**src/rtl/avalon_bus_router_if.sv**
```systemverilog
// Bus bundle between the CPU load/store stage, the router and the device controllers.
// Pure wiring, no latency of its own.
// Handshake is a strobe held until DataDone; slaves answer with SlvDone.
interface avalon_bus_router_if #(
    parameter int DW       = 16,
    parameter int AW       = 16,
    parameter int DEV_BITS = 4,
    parameter int NDEV     = 3
);
    // CPU side
    logic                   ReadData;
    logic                   WriteData;
    logic [AW-1:0]          DataAddr;
    logic [DW-1:0]          BusIn;
    logic [DW-1:0]          BusOut;
    logic                   DataDone;
    logic                   BusError;
    logic [7:0]             ErrCount;
    // device side
    logic [NDEV-1:0]        SlvRead;
    logic [NDEV-1:0]        SlvWrite;
    logic [AW-DEV_BITS-1:0] SlvAddr;
    logic [DW-1:0]          SlvWdata;
    logic [NDEV*DW-1:0]     SlvRdata;
    logic [NDEV-1:0]        SlvDone;

    // Environment view: the CPU and the device controllers together.
    modport master (
        output ReadData, WriteData, DataAddr, BusIn, SlvRdata, SlvDone,
        input  BusOut, DataDone, BusError, ErrCount, SlvRead, SlvWrite, SlvAddr, SlvWdata
    );

    // Router view.
    modport slave (
        input  ReadData, WriteData, DataAddr, BusIn, SlvRdata, SlvDone,
        output BusOut, DataDone, BusError, ErrCount, SlvRead, SlvWrite, SlvAddr, SlvWdata
    );
endinterface

```
**src/rtl/avalon_bus_router.sv**
```systemverilog
// Decodes the top address bits to one of NDEV slaves, forwards registered strobes, returns read data.
// Latency: 2 cycles minimum to DataDone (1 for unmapped index); hung slaves are cut off after TIMEOUT cycles.
// Backpressure: master holds its strobe until DataDone; slave stalls by withholding SlvDone.
module avalon_bus_router #(
    parameter int          DW        = 16,
    parameter int          AW        = 16,
    parameter int          DEV_BITS  = 4,
    parameter int          NDEV      = 3,
    parameter int          TIMEOUT   = 256,
    parameter logic [15:0] ERR_VALUE = 16'hDEAD,
    parameter bit          STRICT    = 1'b0
) (
    input  logic                Clock,
    input  logic                Reset,
    avalon_bus_router_if.slave  bus
);
    localparam int OW = AW - DEV_BITS;
    localparam int CW = $clog2(TIMEOUT);
    localparam logic [DW-1:0] ERR_DW = DW'(ERR_VALUE);

    typedef enum logic [1:0] {IDLE, ACCESS, RESP} state_t;

    state_t                state_q, state_d;
    logic [DEV_BITS-1:0]   idx_q, idx_d;
    logic                  wr_q, wr_d;
    logic [CW-1:0]         cnt_q, cnt_d;
    logic [NDEV-1:0]       slv_rd_q, slv_rd_d;
    logic [NDEV-1:0]       slv_wr_q, slv_wr_d;
    logic [OW-1:0]         addr_q, addr_d;
    logic [DW-1:0]         wdata_q, wdata_d;
    logic [DW-1:0]         bus_out_q, bus_out_d;
    logic                  done_q, done_d;
    logic                  err_q, err_d;
    logic [7:0]            err_cnt_q, err_cnt_d;

    logic [DEV_BITS-1:0]   req_idx;
    logic                  req_mapped;
    logic [NDEV-1:0]       req_onehot;
    logic                  sel_done;
    logic [DW-1:0]         sel_rdata;

    // Decode the incoming request and mux the selected slave's response.
    always_comb begin
        req_idx    = bus.DataAddr[AW-1 -: DEV_BITS];
        req_mapped = (int'(req_idx) < NDEV);
        req_onehot = '0;
        sel_done   = 1'b0;
        sel_rdata  = '0;
        for (int i = 0; i < NDEV; i++) begin
            req_onehot[i] = (req_idx == DEV_BITS'(i));
            if (idx_q == DEV_BITS'(i)) begin
                sel_done  = bus.SlvDone[i];
                sel_rdata = bus.SlvRdata[i*DW +: DW];
            end
        end
    end

    // Next-state and registered-output logic; done/error default low so RESP lasts one cycle.
    always_comb begin
        state_d   = state_q;
        idx_d     = idx_q;
        wr_d      = wr_q;
        cnt_d     = cnt_q;
        slv_rd_d  = slv_rd_q;
        slv_wr_d  = slv_wr_q;
        addr_d    = addr_q;
        wdata_d   = wdata_q;
        bus_out_d = bus_out_q;
        done_d    = 1'b0;
        err_d     = 1'b0;
        unique case (state_q)
            IDLE: begin
                if (bus.ReadData || bus.WriteData) begin
                    // Write takes priority when both strobes are high.
                    idx_d   = req_idx;
                    wr_d    = bus.WriteData;
                    addr_d  = bus.DataAddr[OW-1:0];
                    wdata_d = bus.BusIn;
                    cnt_d   = '0;
                    if (req_mapped) begin
                        slv_rd_d = bus.WriteData ? '0 : req_onehot;
                        slv_wr_d = bus.WriteData ? req_onehot : '0;
                        state_d  = ACCESS;
                    end else begin
                        bus_out_d = '0;
                        done_d    = 1'b1;
                        err_d     = STRICT;
                        state_d   = RESP;
                    end
                end
            end
            ACCESS: begin
                // Done is checked before the timeout so a late answer still wins.
                if (sel_done) begin
                    bus_out_d = wr_q ? '0 : sel_rdata;
                    slv_rd_d  = '0;
                    slv_wr_d  = '0;
                    done_d    = 1'b1;
                    state_d   = RESP;
                end else if (cnt_q == CW'(TIMEOUT - 1)) begin
                    bus_out_d = ERR_DW;
                    slv_rd_d  = '0;
                    slv_wr_d  = '0;
                    done_d    = 1'b1;
                    err_d     = 1'b1;
                    state_d   = RESP;
                end else begin
                    cnt_d = cnt_q + 1'b1;
                end
            end
            RESP: begin
                state_d = IDLE;
            end
            default: begin
                state_d = IDLE;
            end
        endcase
        err_cnt_d = err_cnt_q;
        if (err_d && (err_cnt_q != 8'hFF)) begin
            err_cnt_d = err_cnt_q + 8'd1;
        end
    end

    // State and output registers; reset drops slave strobes immediately.
    always_ff @(posedge Clock or posedge Reset) begin
        if (Reset) begin
            state_q   <= IDLE;
            idx_q     <= '0;
            wr_q      <= 1'b0;
            cnt_q     <= '0;
            slv_rd_q  <= '0;
            slv_wr_q  <= '0;
            addr_q    <= '0;
            wdata_q   <= '0;
            bus_out_q <= '0;
            done_q    <= 1'b0;
            err_q     <= 1'b0;
            err_cnt_q <= '0;
        end else begin
            state_q   <= state_d;
            idx_q     <= idx_d;
            wr_q      <= wr_d;
            cnt_q     <= cnt_d;
            slv_rd_q  <= slv_rd_d;
            slv_wr_q  <= slv_wr_d;
            addr_q    <= addr_d;
            wdata_q   <= wdata_d;
            bus_out_q <= bus_out_d;
            done_q    <= done_d;
            err_q     <= err_d;
            err_cnt_q <= err_cnt_d;
        end
    end

    assign bus.BusOut   = bus_out_q;
    assign bus.DataDone = done_q;
    assign bus.BusError = err_q;
    assign bus.ErrCount = err_cnt_q;
    assign bus.SlvRead  = slv_rd_q;
    assign bus.SlvWrite = slv_wr_q;
    assign bus.SlvAddr  = addr_q;
    assign bus.SlvWdata = wdata_q;
endmodule

```
**src/flat_wrapper.sv**
```systemverilog
// flat-port wrapper written by rule: the top's interface ports become plain ports
module avalon_bus_router_flat 
#(
    parameter int          DW        = 16,
    parameter int          AW        = 16,
    parameter int          DEV_BITS  = 4,
    parameter int          NDEV      = 3,
    parameter int          TIMEOUT   = 256,
    parameter logic [15:0] ERR_VALUE = 16'hDEAD,
    parameter bit          STRICT    = 1'b0
)
  (Clock, Reset, bus_ReadData, bus_WriteData, bus_DataAddr, bus_BusIn, bus_SlvRdata, bus_SlvDone, bus_BusOut, bus_DataDone, bus_BusError, bus_ErrCount, bus_SlvRead, bus_SlvWrite, bus_SlvAddr, bus_SlvWdata);
  avalon_bus_router_if #(.DW(DW), .AW(AW), .DEV_BITS(DEV_BITS), .NDEV(NDEV)) bus_i ();
  input  logic Clock;
  input  logic Reset;
  input wire logic [$bits(bus_i.ReadData)-1:0] bus_ReadData;
  input wire logic [$bits(bus_i.WriteData)-1:0] bus_WriteData;
  input wire logic [$bits(bus_i.DataAddr)-1:0] bus_DataAddr;
  input wire logic [$bits(bus_i.BusIn)-1:0] bus_BusIn;
  input wire logic [$bits(bus_i.SlvRdata)-1:0] bus_SlvRdata;
  input wire logic [$bits(bus_i.SlvDone)-1:0] bus_SlvDone;
  output wire logic [$bits(bus_i.BusOut)-1:0] bus_BusOut;
  output wire logic [$bits(bus_i.DataDone)-1:0] bus_DataDone;
  output wire logic [$bits(bus_i.BusError)-1:0] bus_BusError;
  output wire logic [$bits(bus_i.ErrCount)-1:0] bus_ErrCount;
  output wire logic [$bits(bus_i.SlvRead)-1:0] bus_SlvRead;
  output wire logic [$bits(bus_i.SlvWrite)-1:0] bus_SlvWrite;
  output wire logic [$bits(bus_i.SlvAddr)-1:0] bus_SlvAddr;
  output wire logic [$bits(bus_i.SlvWdata)-1:0] bus_SlvWdata;
  assign bus_i.ReadData = bus_ReadData;
  assign bus_i.WriteData = bus_WriteData;
  assign bus_i.DataAddr = bus_DataAddr;
  assign bus_i.BusIn = bus_BusIn;
  assign bus_i.SlvRdata = bus_SlvRdata;
  assign bus_i.SlvDone = bus_SlvDone;
  assign bus_BusOut = bus_i.BusOut;
  assign bus_DataDone = bus_i.DataDone;
  assign bus_BusError = bus_i.BusError;
  assign bus_ErrCount = bus_i.ErrCount;
  assign bus_SlvRead = bus_i.SlvRead;
  assign bus_SlvWrite = bus_i.SlvWrite;
  assign bus_SlvAddr = bus_i.SlvAddr;
  assign bus_SlvWdata = bus_i.SlvWdata;
  avalon_bus_router #(.DW(DW), .AW(AW), .DEV_BITS(DEV_BITS), .NDEV(NDEV), .TIMEOUT(TIMEOUT), .ERR_VALUE(ERR_VALUE), .STRICT(STRICT)) u_core (.Clock(Clock), .Reset(Reset), .bus(bus_i));
endmodule
```
**config.mk**
```make
export PLATFORM = sky130hd
export DESIGN_NAME = avalon_bus_router_flat
export DESIGN_NICKNAME = d
export VERILOG_FILES = /design/src/rtl/avalon_bus_router_if.sv /design/src/rtl/avalon_bus_router.sv /design/src/flat_wrapper.sv
export SDC_FILE = /design/constraint.sdc
export NUM_CORES = 1
export LEC_CHECK = 0
export BUFFER_PORTS_ARGS = -buffer_cell sky130_fd_sc_hd__buf_4
export CAP_MARGIN = 40
export CORE_UTILIZATION = 53
export DETAILED_ROUTE_END_ITERATION = 10
export PLACE_DENSITY = 0.95
export SLEW_MARGIN = 25
export SYNTH_ARGS = -nofsm -noshare
export SYNTH_HDL_FRONTEND = slang
export SYNTH_SLANG_ARGS = --single-unit
```
**constraint.sdc**
```tcl
create_clock -name Clock -period 6.2 [get_ports Clock]
set_input_delay 0 -clock Clock [delete_from_list [all_inputs] [get_ports Clock]]
set_output_delay 0 -clock Clock [all_outputs]
set_load 0.02 [all_outputs]
```
==> results_dict.tcl, run 1 <==
set metrics [dict create \
    yosysTopAreaCellShare 0.498 \
    ys_types 57 \
    portBuffers 146 \
    rr_worst_depth 5 \
    hpwl_um 6920 \
    ctsResizeCount 0 \
    reg2reg_slack_ns 3.10 \
    worstPathCellList "or4b_4 -> o221ai_4 -> o21ai_0 -> o2bb2ai_1 -> dlygate4sd3_1" \
    ys_ff_latch 75 \
    r2r_end "u_core.bus.SlvRead[1]" \
    p_per_area_mw_per_mm2 409 \
    endpoint_kind "register" \
    postSynthNetCount 408 \
    power.total_mw 2.29 \
    antenna_found_initial 0 \
    synth_seq_area_share 0.498 \
    fin_ws_ns 3.10 \
    dp_slack_ns 3.53 \
    synthesis.area_mm2 0.00377 \
    grt_pass1_wl_um 17900 \
    finalCritPeriodShare 0.501 \
    rsz0062_at_grt "false" \
    hp-class "primary input to register" \
    boundaryPins 147 \
    drtPass1Iterations 6 \
    grt_pass1_vias 3506 \
    synth.area.top_cells "dfrtp_1 (50%), mux2_2 (13%), o2bb2ai_1 (3.0%)" \
    dp_cells 546 \
    clk_latency_ns 0.36 \
    num-nets-final 592 \
    synth_ff_type "dfrtp_1" \
    grt_overflow 0 \
    die_w_um 86.3 \
    setup_tns_ns 0 \
    htree_levels 3 \
    endpoint "u_core.bus.SlvRead[1]" \
    core.rowCount 30 \
    synthArstFlopShare 1.00 \
    max_stage_delay_ns 0.72 \
    post_synth.cell_area_avg_um2 11.8 \
    via_per_inst 5.82 \
    tightest_slew_ns 0.821 \
    critical_path_depth 5 \
    setup_viol 0 \
    dieArea_mm2 0.00745 \
    cts_tree "built" \
    cp_num_buf_inv 1 \
    crit_slowest_cell "dfrtp_1" \
    clk_pin_slew_ns 0.08 \
    status "finished, final reports clean" \
    hold_violations 0 \
    synth_edf_count 0 \
    synth_warnings 0 \
    routabilityCongestion 0.889 \
    start_util 0.552 \
    root_buffer "clkbuf_8" \
    synth_common_cells "dfrtp_1 (75), mux2_2 (43), nor2_1 (18)" \
    yosysTopAreaCell "dfrtp_1" \
    wire_per_inst_um 19.3 \
    die_y_um 86.3 \
    maxSlewViolCount 0 \
    drive_gt1_frac 0.451 \
    fin_skew_ns 0.0127 \
    crit_path_start "u_core.idx_q[1]" \
    instances_no_fill 604 \
    fin_area_mm2 0.00560 \
    cts_buffer_depth 2 \
    layout_min_cycle_time_ns 3.10 \
    path_class "register to register" \
    path_delay_family "compound AO/OA/AOI/OAI gates" \
    drc_errors 0 \
    fin_util 0.820 \
    ir_worst_vdd_uv 357 \
    place_area_mm2 0.00493 \
    cts_sinks 75 \
    area_growth_pct 48.6 \
    max_slew_margin 0.447 \
    fmax_mhz 322 \
    drt_wl_total_um 11700 \
    syn_inst 319 \
    power_leakage_nw 2.60 \
    required_ns 6.43 \
    crit_arrival_ns 3.34 \
    timing.rr.start "u_core.idx_q[1]" \
    worst_setup_path_start_kind "register" \
    cts_buffers 9 \
    ant_nets 0 \
    vias 3513 \
    hold_ws_ns 0.00278 \
    drt_iter0_drc 311 \
    max-cap-violations 0 \
    grt_usage 0.320 \
    diodes 0 \
    coreArea_mm2 0.00683 \
    critPathMaxFanout 22 \
    post-synth-top-count-cell "dfrtp_1" \
    grt_max_degree 52 \
]
[registers in the layout, summed over array words and instances, names as in the netlist]
signal / cells
u_core.cnt_q: 8
u_core.bus.SlvWrite: 3
u_core.bus.SlvRead: 3
u_core.bus.SlvAddr: 12
u_core.bus.DataDone: 1
u_core.state_q: 2
u_core.bus.BusOut: 16
u_core.bus.ErrCount: 8
u_core.idx_q: 4
u_core.wr_q: 1
u_core.bus.SlvWdata: 16
u_core.bus.BusError: 1
[cell families after synthesis]
group	count (synthesis)	share of synthesized area
muxes	49	0.151
and+or+nand+nor	83	0.128
AOI/OAI and AO/OA	72	0.162
DFF	75	0.498
xor gates and xnor gates	6	0.0139
buffers and inverters	32	0.0408
adders and majority gates	2	0.00664
[final cells by class]
| cell class | instances | area (µm²) |
|---|---|---|
| Clock inverter | 7 | 124 |
| Timing Repair Buffer | 191 | 1560 |
| Clock buffer | 9 | 124 |
| Fill cell | 366 | 1230 |
| Tap cell | 96 | 120 |
| Inverter | 14 | 52.6 |
| Sequential cell | 75 | 1880 |
| Multi-Input combinational cell | 212 | 1740 |
[metal layers]
metal	vias to the layer above	track usage	routed length, µm
li1	1575	-	-
met1	1692	0.370	4360
met2	204	0.561	6130
met3	42	0.0543	668
met4	0	0.189	522
met5	-	0	0
[what timing repair did]
action,4_1_cts,5_1_grt
endpoints found under the hold margin,65,0
hold buffers,41,0
setup endpoints to repair,0,0
setup buffers,0,0
[placed cells by master, fill, tap and decap left out, types with 2 or more instances in the layout]
cell and instances:
a41oi_1 2, clkbuf_8 9, inv_1 13, o31ai_1 11
and3_1 3, nor3_1 7, and4_1 2, xor2_1 5
mux2_2 43, and2_1 4, or2_2 2, o21ai_0 7
o2bb2ai_1 13, a211oi_1 4, nand3_1 9, o22ai_1 6
ha_1 2, buf_4 148, bufinv_16 3, nor4_1 6
o221ai_1 5, nand4_1 4, nand2_1 4, nand2b_1 14
mux2_4 4, a32o_1 2, dfrtp_1 75, a31oi_1 2
a311oi_1 3, a21oi_1 4, dlygate4sd3_1 41, nor2_1 18
inv_6 2
[worst min path at each step]
stage	startpoint	endpoint	slack, ns	cells past startpoint
2_1_floorplan	bus_DataAddr[13]	u_core.bus.SlvRead[2]	0.15	2
3_3_place_gp	bus_BusIn[9]	u_core.bus.SlvWdata[9]	0.23	2
3_5_place_dp	Reset	u_core.bus.SlvWdata[3]	0.08	3
4_1_cts	bus_SlvRdata[33]	u_core.bus.BusOut[1]	0.005	3
5_1_grt	bus_SlvRdata[4]	u_core.bus.BusOut[4]	0.04	3
6_report	bus_SlvRdata[4]	u_core.bus.BusOut[4]	0.003	3
[report_power, final]
part / leakage (nW) / total (mW) / switching (mW) / internal [mW]
clock: 0.120 / 0.472 / 0.201 / 0.271
combinational: 1.53 / 1.03 / 0.532 / 0.503
sequential: 0.958 / 0.782 / 0.147 / 0.635
[tightest hold or removal path, delay by kind of cell]
kind                   cells  cell delay [ns]
AO/OA/AOI/OAI              2             0.22
buffers and inverters      1             0.08
Power figures use the tool's default switching activity.
==> run 2, diff against run 1 <==
--- a/config.mk
+++ b/config.mk
@@ -5,11 +5,12 @@
 export SDC_FILE = /design/constraint.sdc
 export NUM_CORES = 1
 export LEC_CHECK = 0
+export ABC_AREA = 1
 export BUFFER_PORTS_ARGS = -buffer_cell sky130_fd_sc_hd__buf_4
 export CAP_MARGIN = 40
-export CORE_UTILIZATION = 53
+export CORE_UTILIZATION = 50
 export DETAILED_ROUTE_END_ITERATION = 10
-export PLACE_DENSITY = 0.95
+export PLACE_DENSITY = 0.9
 export SLEW_MARGIN = 25
 export SYNTH_ARGS = -nofsm -noshare
 export SYNTH_HDL_FRONTEND = slang
==> constraint.sdc (replaced) <==
create_clock -name Clock -period 3.16 [get_ports Clock]
set_input_delay 0 -clock Clock [delete_from_list [all_inputs] [get_ports Clock]]
set_output_delay 0 -clock Clock [all_outputs]
set_load 0.02 [all_outputs]
==> run 2 against run 1 <==
Effect of this change: critical path depth grew 3; sequential share of layout area shrank 0.79 points; clock skew shrank 0.0031 ns; non-clock buffer count shrank 6; wire length shrank 3.9%.
==> results_dict.tcl, run 2 <==
set metrics [dict create \
    status "finished, final reports clean" \
    maxSlewViolCount 0 \
    yosysTopAreaCellShare 0.460 \
    fin_util 0.735 \
    grt_max_degree 42 \
    synth_ff_type "dfrtp_1" \
    setup_tns_ns 0 \
    synthArstFlopShare 1.00 \
    synth_compound_area_frac 0.0227 \
    antenna_found_initial 0 \
    power_leakage_nw 3.11 \
    critPathMaxFanout 33 \
    fmax_mhz 493 \
    p_switching_mw 1.82 \
    cts_tree "built" \
    final_common_cell "nand2_1" \
    yosysTopAreaCell "dfrtp_1" \
    required_ns 3.40 \
    grt_pass1_wl_um 18100 \
    syn_inst 503 \
    drive_gt1_frac 0.321 \
    max-cap-violations 0 \
    max_slew_margin 0.544 \
    n_fill_cell 573 \
    routabilityCongestion 0.911 \
    postSynthNetCount 592 \
    hold_violations 0 \
    drtPass1Iterations 6 \
    die_y_um 92.3 \
    yosys.area_share.simple 0.333 \
    muxShareOfSynthArea 0.0773 \
    ir_worst_vdd_uv 589 \
    grt_overflow 0 \
    synth_seq_area_share 0.460 \
    clk_latency_ns 0.35 \
    drt_wl_total_um 11200 \
    path_class "register to register" \
    via_per_inst 5.10 \
    fin_skew_ns 0.00961 \
    ant_nets 0 \
    fin_area_mm2 0.00574 \
    seqPwrFrac 0.352 \
    synth_top_family_by_area "simple AND/OR/NAND/NOR gates" \
    p_per_area_mw_per_mm2 746 \
    endpoint_kind "register" \
    hp-class "primary input to register" \
    place_area_mm2 0.00521 \
    rsz0062_at_grt "false" \
    root_buffer "clkbuf_8" \
    finalCritPeriodShare 0.642 \
    drt_iter0_drc 228 \
    reg2reg_slack_ns 1.13 \
    worst_setup_path_start_kind "register" \
    vias 4019 \
    wire_per_inst_um 14.2 \
    core.rowCount 32 \
    power.total_mw 4.28 \
    layout_min_cycle_time_ns 2.03 \
    post_synth.cell_area_avg_um2 8.11 \
    swShare 0.425 \
    hpwl_um 7810 \
    synth_warnings 0 \
    tightest_slew_ns 0.684 \
    portBuffers 146 \
    layout.cells.most_common_list "nand2_1 (152), buf_4 (149), dfrtp_1 (75), nand3_1 (68), inv_1 (61)" \
    cts_sinks 75 \
    synthXorXnorAreaFrac 0.00859 \
    die_w_um 92.3 \
    post-synth-top-count-cell "nand2_1" \
    diodes 0 \
    grt_pass1_vias 3994 \
    ys_ff_latch 75 \
    num-nets-final 770 \
    p_clk_frac 0.152 \
    cts_buffers 9 \
    clk_pin_slew_ns 0.08 \
    grt_usage 0.272 \
    synth_common_cells "nand2_1 (152), dfrtp_1 (75), nand3_1 (68)" \
    coreArea_mm2 0.00781 \
    synthesis.area_mm2 0.00408 \
    drc_errors 0 \
    setup_viol 0 \
    htree_levels 3 \
    crit_arrival_ns 2.27 \
    internal-power_mw 2.46 \
    area_growth_pct 40.6 \
    cts_buffer_depth 2 \
    ctsResizeCount 0 \
    synthAdderAreaFrac 0.00613 \
    power_frac_comb 0.496 \
    ys_types 32 \
    dieArea_mm2 0.00853 \
    synth.area.top_cells "dfrtp_1 (46%), nand2_1 (14%), nand3_1 (8.3%)" \
    start_util 0.523 \
    synth_edf_count 0 \
    boundaryPins 147 \
]
[run 2: kinds of logic after synthesis]
| logic type | count (synthesis) |
|---|---|
| AO/OA/AOI/OAI | 17 |
| XOR/XNOR | 4 |
| adder cells (fa/ha/maj) | 2 |
| buffers and inverters | 87 |
| flip-flops | 75 |
| multiplexers | 28 |
| AND/OR/NAND/NOR | 290 |
[run 2: what timing repair did]
| action | in CTS | in global routing |
|---|---|---|
| hold buffers | 35 | 0 |
| hold endpoints to repair | 71 | 0 |
| setup buffers | 0 | 0 |
[run 2: worst paths after layout]
check                                     start                endpoint  depth (start not counted)
max                             u_core.idx_q[3]   u_core.bus.BusOut[10]                          8
min                            bus_SlvRdata[22]    u_core.bus.BusOut[6]                          5
max reg2reg                     u_core.idx_q[3]   u_core.bus.BusOut[10]                          8
min reg2reg                u_core.bus.BusOut[1]    u_core.bus.BusOut[1]                          2
max in group asynchronous                 Reset   u_core.bus.SlvAddr[1]                          4
min in group asynchronous                 Reset  u_core.bus.SlvWdata[2]                          3
[run 2: layout make-up]
| class | instances | area [µm²] | share of cell area |
|---|---|---|---|
| tap | 102 | 128 | 0.0223 |
| multi-input combinational | 341 | 1830 | 0.319 |
| timing repair buffer | 185 | 1470 | 0.257 |
| clock buffer | 11 | 131 | 0.0229 |
| clock inverter | 5 | 38.8 | 0.00676 |
| inverter | 69 | 259 | 0.0452 |
| sequential | 75 | 1880 | 0.327 |
[run 2: power by group through the flow]
stage	logic [mW]	clock network [mW]	registers (mW)
3_5_place_dp	2.07	0	1.51
3_3_place_gp	2.02	0	1.48
6_report	2.12	0.650	1.50
5_1_grt	2.31	0.696	1.54
4_1_cts	2.11	0.658	1.49
2_1_floorplan	1.09	0	1.80
[run 2: critical path: stages (launching register included)]
cell and delay, ns:
dfrtp_1 0.41, nor2_4 0.55, nand3_1 0.23, nand2_1 0.14
nor2_2 0.06, nand2_1 0.26, nand3_1 0.12, nand2_1 0.10
inv_1 0.05
[run 2: per-layer routing]
metal | global-route usage | share of wire | up-vias
met5 | 0 | 0 | -
met4 | 0.107 | 0.026 | 0
met3 | 0.0616 | 0.075 | 30
met2 | 0.481 | 0.50 | 178
met1 | 0.320 | 0.40 | 1852
li1 | - | - | 1959
[run 2: through the flow]
step           std cells  setup WS, ns  hold WS, ns
5_1_grt              788         0.933       0.0322
4_1_cts              787          1.15      0.00309
6_report             788          1.13      0.00970
3_5_place_dp         736          1.18        0.154
2_1_floorplan        503          1.25        0.150
3_3_place_gp         736          1.26        0.151
